**config.mk**
```make
export PLATFORM = sky130hd
export DESIGN_NAME = csa_stream_accumulator
export DESIGN_NICKNAME = d
export VERILOG_FILES = /design/src/rtl/csa_pkg.sv /design/src/rtl/csa_row.sv /design/src/rtl/csa_stream_accumulator.sv
export SDC_FILE = /design/constraint.sdc
export NUM_CORES = 1
export LEC_CHECK = 0
export CAP_MARGIN = 40
export CORE_ASPECT_RATIO = 0.8
export CORE_MARGIN = 3
export CORE_UTILIZATION = 55
export DETAILED_ROUTE_END_ITERATION = 6
export HOLD_SLACK_MARGIN = 0.12
export PLACE_DENSITY = 0.8
export SYNTH_ARGS = -nofsm -noshare
export SYNTH_HDL_FRONTEND = slang
export SYNTH_SLANG_ARGS = --single-unit
```
**constraint.sdc**
```tcl
create_clock -name clk -period 2.8 [get_ports clk]
set_clock_uncertainty 0.1 [all_clocks]
set_input_delay 0.56 -clock clk [delete_from_list [all_inputs] [get_ports clk]]
set_output_delay 0.56 -clock clk [all_outputs]
set_load 0.005 [all_outputs]
```
**src/rtl/csa_pkg.sv**
```systemverilog
// Shared definitions for the carry-save stream accumulator.
//   csa_state_t   : controller states (ACC, RESOLVE, OUT)
//   DEF_*         : default operand, accumulator and counter widths
package csa_pkg;

  typedef enum logic [1:0] {
    ACC     = 2'd0,
    RESOLVE = 2'd1,
    OUT     = 2'd2
  } csa_state_t;

  localparam int DEF_WIDTH     = 4;
  localparam int DEF_ACC_WIDTH = 8;
  localparam int DEF_CNT_WIDTH = 8;

endpackage

```
**src/rtl/csa_row.sv**
```systemverilog
// Combinational W-bit 3:2 compressor (a row of independent full adders).
//   i_a, i_b, i_c : three W-bit addends
//   o_sum         : bitwise sum (XOR of the three inputs)
//   o_carry       : bitwise majority, unshifted; bit k carries weight 2^(k+1)
module csa_row #(
  parameter int W = 8
) (
  input  logic [W-1:0] i_a,
  input  logic [W-1:0] i_b,
  input  logic [W-1:0] i_c,
  output logic [W-1:0] o_sum,
  output logic [W-1:0] o_carry
);

  assign o_sum   = i_a ^ i_b ^ i_c;
  assign o_carry = (i_a & i_b) | (i_a & i_c) | (i_b & i_c);

endmodule

```
**src/rtl/csa_stream_accumulator.sv**
```systemverilog
// Multi-operand accumulator keeping the running total in carry-save form.
// Operands are folded in one per cycle with no carry propagation; the last
// operand of a group triggers a single carry-propagate add, after which the
// result is offered on the output handshake.
//   clk, rst_n   : clock, asynchronous active-low reset
//   clr          : synchronous clear, aborts the group and drops any result
//   in_valid/in_ready/in_data/in_last : operand stream
//   out_valid/out_ready/out_sum/out_ovf/out_count : result stream
//   dbg_state    : current controller state
//
// Handshake: a transfer happens on a rising edge where valid && ready are
// both high. A producer holds valid and its payload stable until accepted;
// ready never depends on valid. out_sum/out_ovf/out_count stay stable while
// out_valid && !out_ready.
module csa_stream_accumulator
  import csa_pkg::*;
#(
  parameter int WIDTH     = DEF_WIDTH,
  parameter int ACC_WIDTH = DEF_ACC_WIDTH,
  parameter int CNT_WIDTH = DEF_CNT_WIDTH
) (
  input  logic                 clk,
  input  logic                 rst_n,
  input  logic                 clr,
  input  logic                 in_valid,
  output logic                 in_ready,
  input  logic [WIDTH-1:0]     in_data,
  input  logic                 in_last,
  output logic                 out_valid,
  input  logic                 out_ready,
  output logic [ACC_WIDTH-1:0] out_sum,
  output logic                 out_ovf,
  output logic [CNT_WIDTH-1:0] out_count,
  output csa_state_t           dbg_state
);

  csa_state_t             r_state;
  csa_state_t             w_state_nxt;

  logic [ACC_WIDTH-1:0]   r_s;
  logic [ACC_WIDTH-1:0]   r_c;
  logic                   r_ovf;
  logic [CNT_WIDTH-1:0]   r_cnt;

  logic [ACC_WIDTH-1:0]   r_out_sum;
  logic                   r_out_ovf;
  logic [CNT_WIDTH-1:0]   r_out_count;
  logic                   r_out_valid;

  logic [ACC_WIDTH-1:0]   w_d;
  logic [ACC_WIDTH-1:0]   w_row_s;
  logic [ACC_WIDTH-1:0]   w_row_maj;
  logic [ACC_WIDTH:0]     w_resolve;
  logic                   w_accept;

  // rst_n gates in_ready so nothing is offered as accepted during reset.
  assign in_ready  = rst_n && (r_state == ACC) && !clr;
  assign w_accept  = in_valid && in_ready;
  assign w_d       = ACC_WIDTH'(in_data);
  assign w_resolve = {1'b0, r_s} + {1'b0, r_c};

  csa_row #(.W(ACC_WIDTH)) u_row (
    .i_a     (r_s),
    .i_b     (r_c),
    .i_c     (w_d),
    .o_sum   (w_row_s),
    .o_carry (w_row_maj)
  );

  always_ff @(posedge clk or negedge rst_n) begin
    if (!rst_n) r_state <= ACC;
    else        r_state <= w_state_nxt;
  end

  always_comb begin
    w_state_nxt = r_state;
    case (r_state)
      ACC:     if (w_accept && in_last) w_state_nxt = RESOLVE;
      RESOLVE: w_state_nxt = OUT;
      OUT:     if (out_ready) w_state_nxt = ACC;
      default: w_state_nxt = ACC;
    endcase
    if (clr) w_state_nxt = ACC;
  end

  always_ff @(posedge clk or negedge rst_n) begin
    if (!rst_n) begin
      r_s         <= '0;
      r_c         <= '0;
      r_ovf       <= 1'b0;
      r_cnt       <= '0;
      r_out_sum   <= '0;
      r_out_ovf   <= 1'b0;
      r_out_count <= '0;
      r_out_valid <= 1'b0;
    end else if (clr) begin
      r_s         <= '0;
      r_c         <= '0;
      r_ovf       <= 1'b0;
      r_cnt       <= '0;
      r_out_valid <= 1'b0;
    end else begin
      case (r_state)
        ACC: begin
          if (w_accept) begin
            r_s <= w_row_s;
            // The carry vector is shifted left one place; a majority bit in
            // the top position has weight 2^ACC_WIDTH and is lost from the
            // redundant total, so it marks overflow of the true sum.
            r_c   <= {w_row_maj[ACC_WIDTH-2:0], 1'b0};
            r_ovf <= r_ovf | w_row_maj[ACC_WIDTH-1];
            if (r_cnt != '1) r_cnt <= r_cnt + CNT_WIDTH'(1);
          end
        end
        RESOLVE: begin
          r_out_sum   <= w_resolve[ACC_WIDTH-1:0];
          r_out_ovf   <= r_ovf | w_resolve[ACC_WIDTH];
          r_out_count <= r_cnt;
          r_out_valid <= 1'b1;
        end
        OUT: begin
          if (out_ready) begin
            r_out_valid <= 1'b0;
            r_s         <= '0;
            r_c         <= '0;
            r_ovf       <= 1'b0;
            r_cnt       <= '0;
          end
        end
        default: ;
      endcase
    end
  end

  assign out_sum   = r_out_sum;
  assign out_ovf   = r_out_ovf;
  assign out_count = r_out_count;
  assign out_valid = r_out_valid;
  assign dbg_state = r_state;

endmodule

```
* Word level (Yosys, flattened, before mapping) *
Cells that the tools add are included.

word-level totals
  register bits after elaboration = 45
  latch bits = 0
  bits in writable memories = 0
  bits in read-only memories = 0
  input bits = 10
  output and inout port bits = 21
  logic and storage cells = 62
  memories kept = 0

operators by class
  add/subtract/negate cells = 2
  multiply operators = 0
  divide/modulo/power cells = 0
  $lt $le $gt $ge = 0
  equality and inequality tests = 7
  shift operators = 0
  muxes and demuxes = 21
  bitwise operators = 10
  reductions and logical operators = 13

operator list
  operator               count
  $mux W8                8
  $pmux W8 S2            3
  $and A8 B4 Y8          2
  $or A8 B8 Y8           2
  $add A8 B8 Y9          1
  $add A8 B1 Y8 const B  1
  $and A8 B8 Y8          1
  $ne A8 B8 Y1 const B   1
  $xor A8 B4 Y8          1
  $xor A8 B8 Y8          1
  $mux W2                3
  $ne A3 B2 Y1 const B   2
  $ne A3 B3 Y1 const B   2
  $pmux W2 S3            1
  $reduce_and A2 Y1      3
  $reduce_bool A3 Y1     2
  $logic_and A1 B1 Y1    4
  $mux W1                4
  $pmux W1 S2            2
  $reduce_and A4 Y1      1
  $reduce_and A3 Y1      1
  $eq A2 B1 Y1 const B   1
  $eq A2 B2 Y1 const B   1
  $logic_not A2 Y1       1
  3 further kinds        4

* Logic depth before layout (Yosys ltp) *
  depth in word-level cells = 8
  depth in mapped cells = 7
  gate-level depth less buffers = 7

* Hierarchy *
From an unflattened synthesis, not the netlist that was laid out.

second synthesis, totals
  cell total of the unflattened synthesis = 250
  area, all modules = 2392.3 um^2

modules (own cells, without submodules)
  module                  times used  cells an instance  area an instance (um^2)  seq. area each (um^2)
  csa_stream_accumulator  1           242                2232.1                   1101.1
  csa_row                 1           8                  160.2                    0.0

* Least setup slack after synthesis *
Ideal clock, no wire load.

  path kind = flip-flop to flip-flop
  from = register r_s[1]
  to = register r_out_sum[7] (netlist: out_sum[7])
  library setup time = 0.069 ns
  arrival time = 1.699 ns
  required time = 2.631 ns
  slack = 0.933 ns
  stages on the path, launching flop included = 8
  buffers on the path = 0
  period minus slack after synthesis = 1.867 ns
  cell sequence = dfrtp_1 ha_1 inv_1 fa_1 nor2b_1 o31a_1 or4_1 nand3_1

on the way
  word-level cells in the longest chain between the ends = 1

RTL lines
  item                    RTL line                       text
  from (decl)             csa_stream_accumulator.sv:40   logic [ACC_WIDTH-1:0] r_s;
  from (signal assigned)  csa_stream_accumulator.sv:106  r_s <= w_row_s;
  $add A8 B8 Y9           csa_stream_accumulator.sv:60   assign w_resolve = {1'b0, r_s} + {1'b0, r_c};
  to (signal assigned)    csa_stream_accumulator.sv:116  r_out_sum <= w_resolve[ACC_WIDTH-1:0];
  to (decl)               csa_stream_accumulator.sv:45   logic [ACC_WIDTH-1:0] r_out_sum;

Every way passes these cells.
A chain may end at the register's enable or synchronous reset.

* Worst setup path in the final report *
  from = input port rst_n
  to = output port in_ready

on the way
  word-level cells in the longest chain between the ends = 2

RTL lines
  item                               RTL line                      text
  from (decl)                        csa_stream_accumulator.sv:23  input logic rst_n,
  $logic_and A1 B1 Y1 (2 in series)  csa_stream_accumulator.sv:57  assign in_ready = rst_n && (r_state == ACC) && !clr;
  to (decl)                          csa_stream_accumulator.sv:26  output logic in_ready,

Every way passes these cells.

==> parameters.txt <==
Parameter                              Value

Drt
  Highest routed layer ... met4
  Total number of vias ... 1778
  Met3 Wirelength ... roughly 270 um
  Via-per-instance ratio ... about 5.6
  Routed metal-1 wire length ... 2.25 mm
  Detail Route Antenna Nets ... 0
  First DRT Iteration DRCs ... a little under 100
  Number of DRC violations after detailed routing ... 0
  Met2 wirelength from detailed routing ... around 2.0 mm
  Iteration count of the initial detailed-routing pass ... 4
  Aggregate routed wire length ... roughly 4.5 mm
  Detailed-route wire length per cell ... 14.4 um

Finish
  Final core occ ... 0.708
  Final cell area excluding filler cells ... ~2700 um2
  Filler Cells Inserted ... about 310
  Combined flip-flop and latch cell area ... about 1100 um2
  Area of the multi-input gates ... about 1100 um2
  Non-filler cells, final ... between 300 and 400
  Synth-to-Final Area Change ... 21.2%
  Layout Nets ... between 200 and 300
  Inserted Diodes ... 0
  Proportion of layout cells with a drive suffix above 1 ... 0.103

Global route
  GRT Overall Usage ... 0.202
  Vias in the first global route ... roughly 1.6k
  Pin count of the biggest net entering global routing ... between 40 and 50
  First-pass GRT wire length ... between 7 and 8 mm
  Initial antenna violation count ... 0
  GRT Residual Overflow ... 0

Die
  Die boundary height ... 63.4 um
  Initial Utilization ... 0.584
  DIE AREA ... between 4000 and 5000 um2
  Top-Level Pins ... 31
  Count of standard-cell rows ... 20
  Die X-Extent ... ~78 um
  Placeable core area ... 3880 um2

Setup path
  Register-to-register path setup slack ... around 770 ps
  Worst setup path start ... rst_n
  Critical register-to-register path startpoint ... r_s[1]$_DFFE_PN0P_
  Cell count of the worst reg-to-reg path ... 7
  Max stage delay on crit path ... ~520 ps
  Cells along the critical path ... dlygate4sd3_1, buf_2, and2_1, clkdlybuf4s50_1
  Startpoint type of the worst setup path ... input pin
  Type of element capturing the critical path ... primary output
  Worst r2r dst ... out_sum[7]$_DFFE_PN0P_
  Crit path DAT ... between 2000 and 2500 ps
  Cell with the biggest individual delay on the critical path ... sky130_fd_sc_hd__dlygate4sd3_1
  Maximum net fanout on the critical path ... 11
  Data required, critical path ... roughly 2100 ps
  Kind of critical path ... in -> out
  Critical path endpoint ... in_ready

Clock tree
  Number of setup buffers added after CTS ... 0
  Total clock sinks ... 44
  Clock tree from TritonCTS ... yes
  Clock root buffer master ... sky130_fd_sc_hd__clkbuf_8
  Worst skew pair latency ... just under 300 ps
  Number of buffers inserted during clock tree synthesis ... 5
  Post-CTS clock slew at the launch and capture registers of the worst setup and hold paths ... 80 ps
  Depth of the CTS H-tree ... 2
  Clock buffer depth ... 2

STA
  Post-route minimum period ... approximately 2700 ps
  Actual slew at the worst max-slew pin ... 447 ps
  Worst relative slew slack ... 0.702
  Fmax ... between 300 and 400 MHz
  Total negative slack for setup checks ... 0 ps
  Total count of hold-check failures in the final report ... 0
  Worst hold slack ... 380 ps
  Final worst-path cycle share ... 0.952
  Number of max-slew violations in the final report ... 0
  Setup slack of the critical path after layout ... approximately 130 ps
  Final setup violation count ... 0
  Setup repair after global routing missed its margin ... false

Synth
  Ys flop type ... sky130_fd_sc_hd__dfrtp_1
  Number of flops mapped to enable cells by yosys ... 0
  Yosys warning count ... 0
  Post-synthesis instance total ... around 230
  Share of the synthesized area in the top cell type ... 0.486
  Leading post-synthesis cells by cell area ... sky130_fd_sc_hd__dfrtp_1 (49%), sky130_fd_sc_hd__o21ai_0 (6.6%), sky130_fd_sc_hd__nand2_1 (6.1%)
  Sequential cell area fraction in the yosys report ... 0.486
  Cell area after synthesis ... ~2300 um2
  Synth top cells by count ... sky130_fd_sc_hd__dfrtp_1 (44), sky130_fd_sc_hd__nand2_1 (37), sky130_fd_sc_hd__o21ai_0 (30)
  Top cell type by total area after synthesis ... sky130_fd_sc_hd__dfrtp_1
  Synthesized area per cell ... ~10 um2
  Async set or reset register ratio after synthesis ... 1.00
  Nets in the synthesized netlist ... 250
  Cell with the most instances after synthesis ... sky130_fd_sc_hd__dfrtp_1
  Yosys cell types ... 39
  Number of storage elements in the synthesis netlist ... 44

Placement
  Placed inst area ... roughly 2600 um2
  Total placed cells including tap cells ... about 300
  HPWL after DPL ... 3.25 mm
  Minimum setup slack after placement ... about 170 ps
  RD Place Congestion ... roughly 0.86
  Port Buffers ... 30

Power and ir drop
  Maximum resistive drop on vdd ... a little under 400 uV
  Final total power ... between 1 and 1.5 mW
  Areal power density over the cells ... around 520 nW/um2
  Pleak ... approximately 1.2 nW

Status
  Outcome ... finished, final reports clean

Flow run
  Total of max-cap violations ... 0

Min path
  Cell depth of the worst hold path ... 1
  Worst min path class ... reg -> reg
==> how the worst min path moves through the flow <==
stage / from / end / slack (ps)
after floorplan: rst_n / dbg_state[0]$_DFFE_PN0P_ / 160
after global placement: rst_n / out_count[7]$_DFFE_PN0P_ / 340
after detailed placement: rst_n / out_count[5]$_DFFE_PN0P_ / 350
after CTS: out_sum[5]$_DFFE_PN0P_ / out_sum[5]$_DFFE_PN0P_ / 380
after global routing: out_sum[2]$_DFFE_PN0P_ / out_sum[2]$_DFFE_PN0P_ / 410
final: out_sum[5]$_DFFE_PN0P_ / out_sum[5]$_DFFE_PN0P_ / 380
==> area by class of cell <==
class,count,share of cell area
Multi-Input combinational cell,166,0.398
Timing Repair Buffer,38,0.130
Tap cell,55,0.0251
Inverter,5,0.00683
Clock buffer,6,0.0264
Clock inverter,2,0.0128
Sequential cell,44,0.401
==> sequential cells by signal, indices dropped and copies added (netlist names) <==
register,count
out_valid,1
out_sum,8
dbg_state,2
r_c,7
out_ovf,1
r_s,8
r_cnt,8
out_count,8
r_ovf,1
==> worst max-delay path, delay by kind of cell <==
family                 cells  cell delay [ps]
buffers and inverters      3             1270
AND/OR/NAND/NOR            1              170
==> power by group <==
part	leakage [nW]	internal (mW)	switching, mW
Combinational	0.570	0.128	0.111
Sequential	0.602	0.688	0.0421
Clock	0.0552	0.265	0.206
Total	1.23	1.08	0.359
==> routing by layer <==
| layer | track usage | vias up |
|---|---|---|
| li1 | - | 882 |
| met1 | 0.311 | 831 |
| met2 | 0.274 | 59 |
| met3 | 0.0486 | 6 |
| met4 | 0.0733 | 0 |
| met5 | 0 | - |
==> cell usage in the layout, fill, tap and decap left out, types with 3 or more instances in the layout <==
cell                              Yosys  final
sky130_fd_sc_hd__clkbuf_8             0      5
sky130_fd_sc_hd__and3_1               4      4
sky130_fd_sc_hd__buf_4                0      7
sky130_fd_sc_hd__dfrtp_1             44     44
sky130_fd_sc_hd__mux2_2              10     10
sky130_fd_sc_hd__o31ai_1              7      7
sky130_fd_sc_hd__nor2b_1              3      3
sky130_fd_sc_hd__fa_1                 4      4
sky130_fd_sc_hd__inv_1                5      5
sky130_fd_sc_hd__a21oi_1              5      5
sky130_fd_sc_hd__a211oi_1             6      6
sky130_fd_sc_hd__o21ai_0             30     30
sky130_fd_sc_hd__ha_1                 9      9
sky130_fd_sc_hd__nand2_1             37     37
sky130_fd_sc_hd__nand3_1              6      6
sky130_fd_sc_hd__nor3_1               6      6
sky130_fd_sc_hd__clkdlybuf4s50_1      0     29
sky130_fd_sc_hd__nor2_1              10     10
==> what timing repair did <==
action	CTS	global route
hold buffers	1	0
endpoints found under the hold margin	8	0
gates resized for setup	0	0
==> kinds of logic (layout without fill, tap and decap cells) <==
family	Yosys count	after routing	synth area share
buffers and inverters	17	51	0.0320
xor gates and xnor gates	1	1	0.00387
and+or+nand+nor	80	80	0.168
muxes	10	10	0.0497
AOI/OAI and AO/OA	62	62	0.175
adders and majority gates	13	13	0.0850
DFF	44	44	0.486
No activity file was read; power rests on OpenSTA's default activity.
